==> config.mk <==
export PLATFORM = sky130hd
export DESIGN_NAME = btn_evt_fifo_wb
export DESIGN_NICKNAME = d
export VERILOG_FILES = /design/src/rtl/btn_evt_fifo_wb.sv
export SDC_FILE = /design/constraint.sdc
export NUM_CORES = 1
export LEC_CHECK = 0
export CAP_MARGIN = 20
export CORE_ASPECT_RATIO = 0.6
export CORE_MARGIN = 2
export CORE_UTILIZATION = 35
export CTS_CLUSTER_DIAMETER = 100
export DETAILED_ROUTE_END_ITERATION = 10
export PLACE_DENSITY = 0.63
export SLEW_MARGIN = 30
export SYNTH_ARGS = -nofsm -noshare
export SYNTH_HDL_FRONTEND = slang
export SYNTH_SLANG_ARGS = --single-unit
==> constraint.sdc <==
create_clock -name clk -period 7.3 [get_ports clk]
set_input_delay 1.095 -clock clk [delete_from_list [all_inputs] [get_ports clk]]
set_output_delay 1.095 -clock clk [all_outputs]
set_load 0.005 [all_outputs]
==> src/rtl/btn_evt_fifo_wb.sv <==
// Button event FIFO with Wishbone slave.
// Turns each changed bit of a button report into a timestamped press/release
// event, buffers the events, and exposes them plus status/control registers
// on a single-slot Wishbone interface with a level interrupt.
module btn_evt_fifo_wb #(
   parameter int DEPTH_LOG2 = 4,
   parameter int TICK_DIV   = 30000
) (
   input  logic        clk,
   input  logic        rst_n,
   input  logic [15:0] btn_state,
   input  logic [15:0] btn_change,
   input  logic        btn_stb,
   input  logic [1:0]  wb_addr,
   output logic [31:0] wb_rdata,
   input  logic [31:0] wb_wdata,
   input  logic        wb_we,
   input  logic        wb_cyc,
   output logic        wb_ack,
   output logic        irq
);

   localparam int DEPTH = 1 << DEPTH_LOG2;
   localparam int PW    = (TICK_DIV > 1) ? $clog2(TICK_DIV) : 1;

   localparam logic [PW-1:0]         PRE_LAST = PW'(TICK_DIV - 1);
   localparam logic [PW-1:0]         PRE_ONE  = PW'(1);
   localparam logic [DEPTH_LOG2-1:0] PTR_ONE  = DEPTH_LOG2'(1);
   localparam logic [DEPTH_LOG2:0]   CNT_ONE  = (DEPTH_LOG2 + 1)'(1);
   localparam logic [DEPTH_LOG2:0]   CNT_FULL = (DEPTH_LOG2 + 1)'(DEPTH);

   logic [PW-1:0]         pre_q;
   logic [15:0]           ts_q;

   logic [15:0]           pend_q, pend_d;
   logic [15:0]           snap_state_q;
   logic [15:0]           snap_ts_q;

   logic [20:0]           mem_q [DEPTH];
   logic [DEPTH_LOG2-1:0] wr_ptr_q, rd_ptr_q;
   logic [DEPTH_LOG2:0]   cnt_q;

   logic                  ovf_q;
   logic [7:0]            drop_q;
   logic                  en_q, irqen_q;

   logic                  ack_q;
   logic [31:0]           rdata_q;
   logic                  irq_q;

   logic                  scan_busy;
   logic [3:0]            scan_idx;
   logic [20:0]           scan_evt;
   logic                  fifo_empty, fifo_full;
   logic                  wb_acc, rd_acc, wr_acc;
   logic                  pop, push, drop, stat_clr, capture;
   logic [31:0]           rd_val;
   logic                  unused_wdata;

   assign scan_busy  = |pend_q;
   assign scan_evt   = {snap_state_q[scan_idx], scan_idx, snap_ts_q};
   assign fifo_empty = (cnt_q == '0);
   assign fifo_full  = (cnt_q == CNT_FULL);

   // A new access is accepted only when no ack is outstanding, so each
   // access occupies two cycles and its side effects land on the ack edge.
   assign wb_acc   = wb_cyc & ~ack_q;
   assign rd_acc   = wb_acc & ~wb_we;
   assign wr_acc   = wb_acc & wb_we;
   assign pop      = rd_acc & (wb_addr == 2'd1) & ~fifo_empty;
   // A pop in the same cycle frees a slot, so a full FIFO still accepts.
   assign push     = scan_busy & (~fifo_full | pop);
   assign drop     = scan_busy & fifo_full & ~pop;
   assign stat_clr = wr_acc & (wb_addr == 2'd0) & wb_wdata[8];
   assign capture  = btn_stb & en_q;

   assign unused_wdata = ^{wb_wdata[31:9], wb_wdata[7:2]};

   assign wb_ack   = ack_q;
   assign wb_rdata = rdata_q;
   assign irq      = irq_q;

   // Lowest pending bit is served first.
   always_comb begin
      scan_idx = '0;
      for (int b = 15; b >= 0; b--) begin
         if (pend_q[b]) scan_idx = 4'(b);
      end
   end

   // Scan clear first, then merge a new report so a re-reported bit survives.
   always_comb begin
      pend_d = pend_q;
      if (scan_busy) pend_d[scan_idx] = 1'b0;
      if (capture)   pend_d = pend_d | btn_change;
   end

   // Register read mux, evaluated in the accepting cycle.
   always_comb begin
      rd_val = '0;
      case (wb_addr)
         2'd0: begin
            rd_val[DEPTH_LOG2:0] = cnt_q;
            rd_val[8]            = ovf_q;
            rd_val[9]            = fifo_empty;
            rd_val[10]           = scan_busy;
            rd_val[23:16]        = drop_q;
         end
         2'd1: begin
            if (!fifo_empty) rd_val = {1'b1, 10'd0, mem_q[rd_ptr_q]};
         end
         2'd2: rd_val[1:0] = {irqen_q, en_q};
         default: rd_val[15:0] = snap_state_q;
      endcase
   end

   // Free-running prescaler and millisecond timestamp.
   always_ff @(posedge clk or negedge rst_n) begin
      if (!rst_n) begin
         pre_q <= '0;
         ts_q  <= '0;
      end else if (pre_q == PRE_LAST) begin
         pre_q <= '0;
         ts_q  <= ts_q + 16'd1;
      end else begin
         pre_q <= pre_q + PRE_ONE;
      end
   end

   // Report capture and per-bit scan bookkeeping.
   always_ff @(posedge clk or negedge rst_n) begin
      if (!rst_n) begin
         pend_q       <= '0;
         snap_state_q <= '0;
         snap_ts_q    <= '0;
      end else begin
         pend_q <= pend_d;
         if (capture) begin
            snap_state_q <= btn_state;
            snap_ts_q    <= ts_q;
         end
      end
   end

   // Event FIFO storage, pointers and level.
   always_ff @(posedge clk or negedge rst_n) begin
      if (!rst_n) begin
         for (int i = 0; i < DEPTH; i++) mem_q[i] <= '0;
         wr_ptr_q <= '0;
         rd_ptr_q <= '0;
         cnt_q    <= '0;
      end else begin
         if (push) begin
            mem_q[wr_ptr_q] <= scan_evt;
            wr_ptr_q        <= wr_ptr_q + PTR_ONE;
         end
         if (pop) rd_ptr_q <= rd_ptr_q + PTR_ONE;
         case ({push, pop})
            2'b10:   cnt_q <= cnt_q + CNT_ONE;
            2'b01:   cnt_q <= cnt_q - CNT_ONE;
            default: cnt_q <= cnt_q;
         endcase
      end
   end

   // Overflow tracking; a drop in the clearing cycle is still recorded.
   always_ff @(posedge clk or negedge rst_n) begin
      if (!rst_n) begin
         ovf_q  <= 1'b0;
         drop_q <= '0;
      end else if (stat_clr) begin
         ovf_q  <= drop;
         drop_q <= {7'd0, drop};
      end else if (drop) begin
         ovf_q <= 1'b1;
         if (drop_q != 8'hFF) drop_q <= drop_q + 8'd1;
      end
   end

   // Control register.
   always_ff @(posedge clk or negedge rst_n) begin
      if (!rst_n) begin
         en_q    <= 1'b1;
         irqen_q <= 1'b0;
      end else if (wr_acc && (wb_addr == 2'd2)) begin
         en_q    <= wb_wdata[0];
         irqen_q <= wb_wdata[1];
      end
   end

   // Wishbone ack and read data; data is zero outside the ack cycle.
   always_ff @(posedge clk or negedge rst_n) begin
      if (!rst_n) begin
         ack_q   <= 1'b0;
         rdata_q <= '0;
      end else begin
         ack_q   <= wb_acc;
         rdata_q <= rd_acc ? rd_val : '0;
      end
   end

   // Registered level interrupt.
   always_ff @(posedge clk or negedge rst_n) begin
      if (!rst_n) irq_q <= 1'b0;
      else        irq_q <= irqen_q & (~fifo_empty | ovf_q);
   end

endmodule

==> impl_metrics.py <==
metrics = {
    "clocking": {
        "cts.repair.resized": 0,
        "worst_setup_hold_path_clk_slew_ns": 0.06,
        "tritoncts.num_buffers": 40,
        "number_of_sinks_driven_by_the_clock_tree": 466,
        "cts.repair_timing.setup_buffer_count": 0,
        "htreeDepth": 2,
        "clockBufferDepth": 3,
        "insertion_delay_ns": 0.56,
        "ctsRootBufferMaster": "clkbuf_16",
        "post_cts_hold_buffer_count": 0,
        "tritoncts_clock_tree": "built",
    },
    "setup_path": {
        "timing.critical_path.to_type": "register",
        "cp-start-kind": "primary input",
        "timing.critical_path.slowest_stage_cell": "clkdlybuf4s50_1",
        "crit_path_cell_trace": "clkdlybuf4s50_1 -> inv_1 -> a2111o_1 -> a31oi_4 -> buf_16 -> nand3_2 -> mux2_1",
        "timing.critical_path.arrival_ns": 5.10,
        "crit_required_ns": 7.72,
        "critical_path.max_fanout": 25,
        "reg2reg_depth": 6,
        "timing.setup.critical_path_class": "in -> reg",
        "critical-path-max-stage-delay_ns": 0.84,
    },
    "sta": {
        "timing.hold.ws_ns": 0.4564,
        "timing_max_transition_violations_final": 0,
        "slew-limit-headroom_pct": 31.40,
        "fmax_mhz": 213.7,
        "final_min_period_over_clock_period_pct": 64.11,
        "setup_violations": 0,
        "fin_skew_ns": 0.02223,
        "unrepaired_setup_endpoints_after_global_routing": "false",
        "finalWorstPathRequiredPeriod_ns": 4.680,
        "tightestPinTransition_ns": 1.028,
        "final_total_negative_setup_slack_ns": 0,
        "hold_viol_final": 0,
    },
    "place": {
        "numPortBuffers": 68,
        "finalWeightedCongestion": 0.8727,
        "detailed_place.area_um2": 22390,
        "dp_hpwl_mm": 31.82,
    },
    "global_route": {
        "grtUsageMet2_pct": 23.23,
        "antenna_found_initial": 1,
        "grtUsageMet1_pct": 26.11,
        "grt_max_degree": 187,
        "grt-busiest-layer": "met1",
        "grt_pass1_vias": 12940,
        "groute.layer.met3.usage_pct": 4.805,
        "overflow": 0,
        "wire_length_of_the_first_global_routing_pass_mm": 80.45,
        "globalRouteTotalUtil_pct": 16.79,
    },
    "cells_and_area": {
        "area.growth.synth_to_final_pct": 13.06,
        "num_antenna_cells": 0,
        "finish.utilization_pct": 40.10,
        "post-route-cell-area_um2": 23780,
        "num-nets-final": 1640,
        "post_route_cells_drive_above_1_share_pct": 26.14,
    },
    "detailed_routing": {
        "drtAntennaViolNets": 0,
        "post-route-drc-count": 0,
        "wirelength_mm": 51.55,
        "detailedRoute.firstIterationViolations": 978,
        "first_pass_iters": 4,
        "vias": 12590,
        "drt-vias-per-instance": 5.323,
        "detail_route.wl_per_cell_um": 21.80,
    },
    "synthesis": {
        "synth_warnings": 0,
        "synth_compound_area_share_pct": 4.913,
        "synth_simple_gate_area_share_pct": 7.851,
        "synth_top_cell_by_area": "dfrtp_1",
        "synth-seq-cells": 466,
        "ys_async_sr_fraction_pct": 100.0,
        "synth_adder_area_share_pct": 0.8089,
        "synth.area.mux_share_pct": 26.30,
        "cells_after_synth": 1543,
        "synthXorXnorAreaFrac_pct": 1.790,
        "synth_area_leaders": "dfrtp_1, mux4_2, mux2_2",
        "syn-cell-area_um2": 21040,
        "synth_edf_count": 0,
        "synth.avg_cell_area_um2": 13.63,
        "synth_top_flop_cell": "dfrtp_1",
        "ys_seq_area_share_pct": 55.44,
        "share_of_yosys_cell_area_claimed_by_the_top_area_cell_type_pct": 55.31,
        "synthDistinctLibCells": 69,
        "synth_top_family_by_area": "multiplexers",
    },
    "power": {
        "p_leak_nw": 11.08,
        "power_per_cell_area_nw_per_um2": 317.8,
        "finalPower_mw": 7.558,
        "power.ir.vdd_worst_v": 0.0002457,
    },
    "flow_run": {
        "timing.max_cap.violations": 0,
    },
    "floorplanning": {
        "fp.dieH_um": 193.9,
        "die_width_um": 320.5,
        "row_count": 69,
        "area_of_the_placeable_core_um2": 59310,
        "count_of_boundary_i_o_pins": 105,
        "initial_core_util_pct": 35.47,
        "floorplan.die_area_um2": 62140,
    },
    "outcome": {
        "result_of_the_run": "completed",
    },
    "hold_path": {
        "min_path_type": "reg -> reg",
        "worst_hold_path.num_cells": 1,
    },
}
-- report_power, final --
part	switching [mW]	internal [mW]
clock	0.979	1.27
sequential	0.406	2.88
combinational	1.19	0.834
total	2.57	4.99
-- critical path, delay by kind of cell --
kind,cells,cell delay [ns]
compound gates,2,1.18
buf+inv,3,1.44
mux,1,0.62
simple gates,1,0.75
-- layer usage --
| layer | wire (um) | vias to the layer above |
|---|---|---|
| met1 | 25900 | 6685 |
| met3 | 3725 | 56 |
| li1 | - | 5570 |
| met5 | 0 | - |
| met4 | 799 | 0 |
| met2 | 21130 | 279 |
-- logic make-up (layout without fill, tap and decap cells) --
group,Yosys count,count (layout)
compound gates,156,156
xor+xnor,43,43
fa+ha+maj,13,13
buf+inv,137,172
flops,466,466
mux,387,387
other cells,1,7
simple gates,340,340
-- state kept, by name, summed over array words and instances (netlist names), 4 cells and up --
signal,count
cnt_q,5
drop_q,8
mem_q,336
pend_q,16
pre_q,15
rd_ptr_q,4
snap_state_q,16
snap_ts_q,16
ts_q,16
wb_rdata,25
wr_ptr_q,4
-- cells in the final DEF, fill, tap and decap left out, drive strengths merged, types with 3 or more instances in the layout --
cell	Yosys	layout
and3	5	5
a22oi	13	13
xnor2	23	23
and2	10	10
o21a	3	3
clkbuf	68	61
a31oi	7	7
mux4	105	105
mux2i	6	6
clkinv	1	4
a22o	21	21
dfrtp	465	465
nand2	202	202
a21oi	10	10
nor3	4	4
mux2	276	276
o21ai	80	80
nand3	27	27
inv	19	19
bufinv	0	3
and4	5	5
conb	1	7
ha	12	12
a211oi	3	3
nor4	5	5
buf	49	15
clkdlybuf4s50	0	67
nor2	56	56
nand4	11	11
xor2	20	20
clkinvlp	0	3
nor2b	4	4
-- Yosys cell counts, drive strengths merged (2+ instances only) --
master and count:
and3 5, a221oi 2, a31oi 7, a22oi 13, a21o 2, o21ai 80, nor3 4, nor2b 4
nor4 5, or4 2, dfrtp 465, a21oi 10, and2 10, clkbuf 68, a211oi 3, nand4 11
xnor2 23, or3 2, nand2 202, buf 49, nor2 56, nand3 27, o2111ai 2, xor2 20
inv 19, mux2i 6, ha 12, a22o 21, mux4 105, and4 5, o211ai 2, o21a 3
mux2 276, nand2b 2
-- worst paths after layout --
| kind | to | slack (ns) | from |
|---|---|---|---|
| setup / recovery | mem_q[273] | 2.62 | wb_addr[0] |
| setup reg to reg | mem_q[273] | 3.35 | wb_ack |
| hold / removal | pre_q[0] | 0.46 | pre_q[0] |
| hold reg to reg | pre_q[0] | 0.46 | pre_q[0] |
| max in group asynchronous | mem_q[162] | 5.19 | rst_n |
| min in group asynchronous | mem_q[318] | 0.59 | rst_n |
-- per-stage QoR --
step           cells  worst slack [ns]
6_report        2365             2.620
5_1_grt         2365             2.485
4_1_cts         2364             2.680
3_5_place_dp    2294             2.099
3_3_place_gp    2293             1.708
2_1_floorplan   1549             3.579
-- final cells by class --
cell class / count / area [um^2]
multi-input combinational: 946 / 8830
tap: 781 / 977.2
clock inverter: 9 / 127.6
fill: 5464 / 35530
sequential: 466 / 11670
timing repair buffer: 82 / 863.3
inverter: 20 / 80.08
clock buffer: 61 / 1231
No activity file was read; power rests on OpenSTA's default activity.
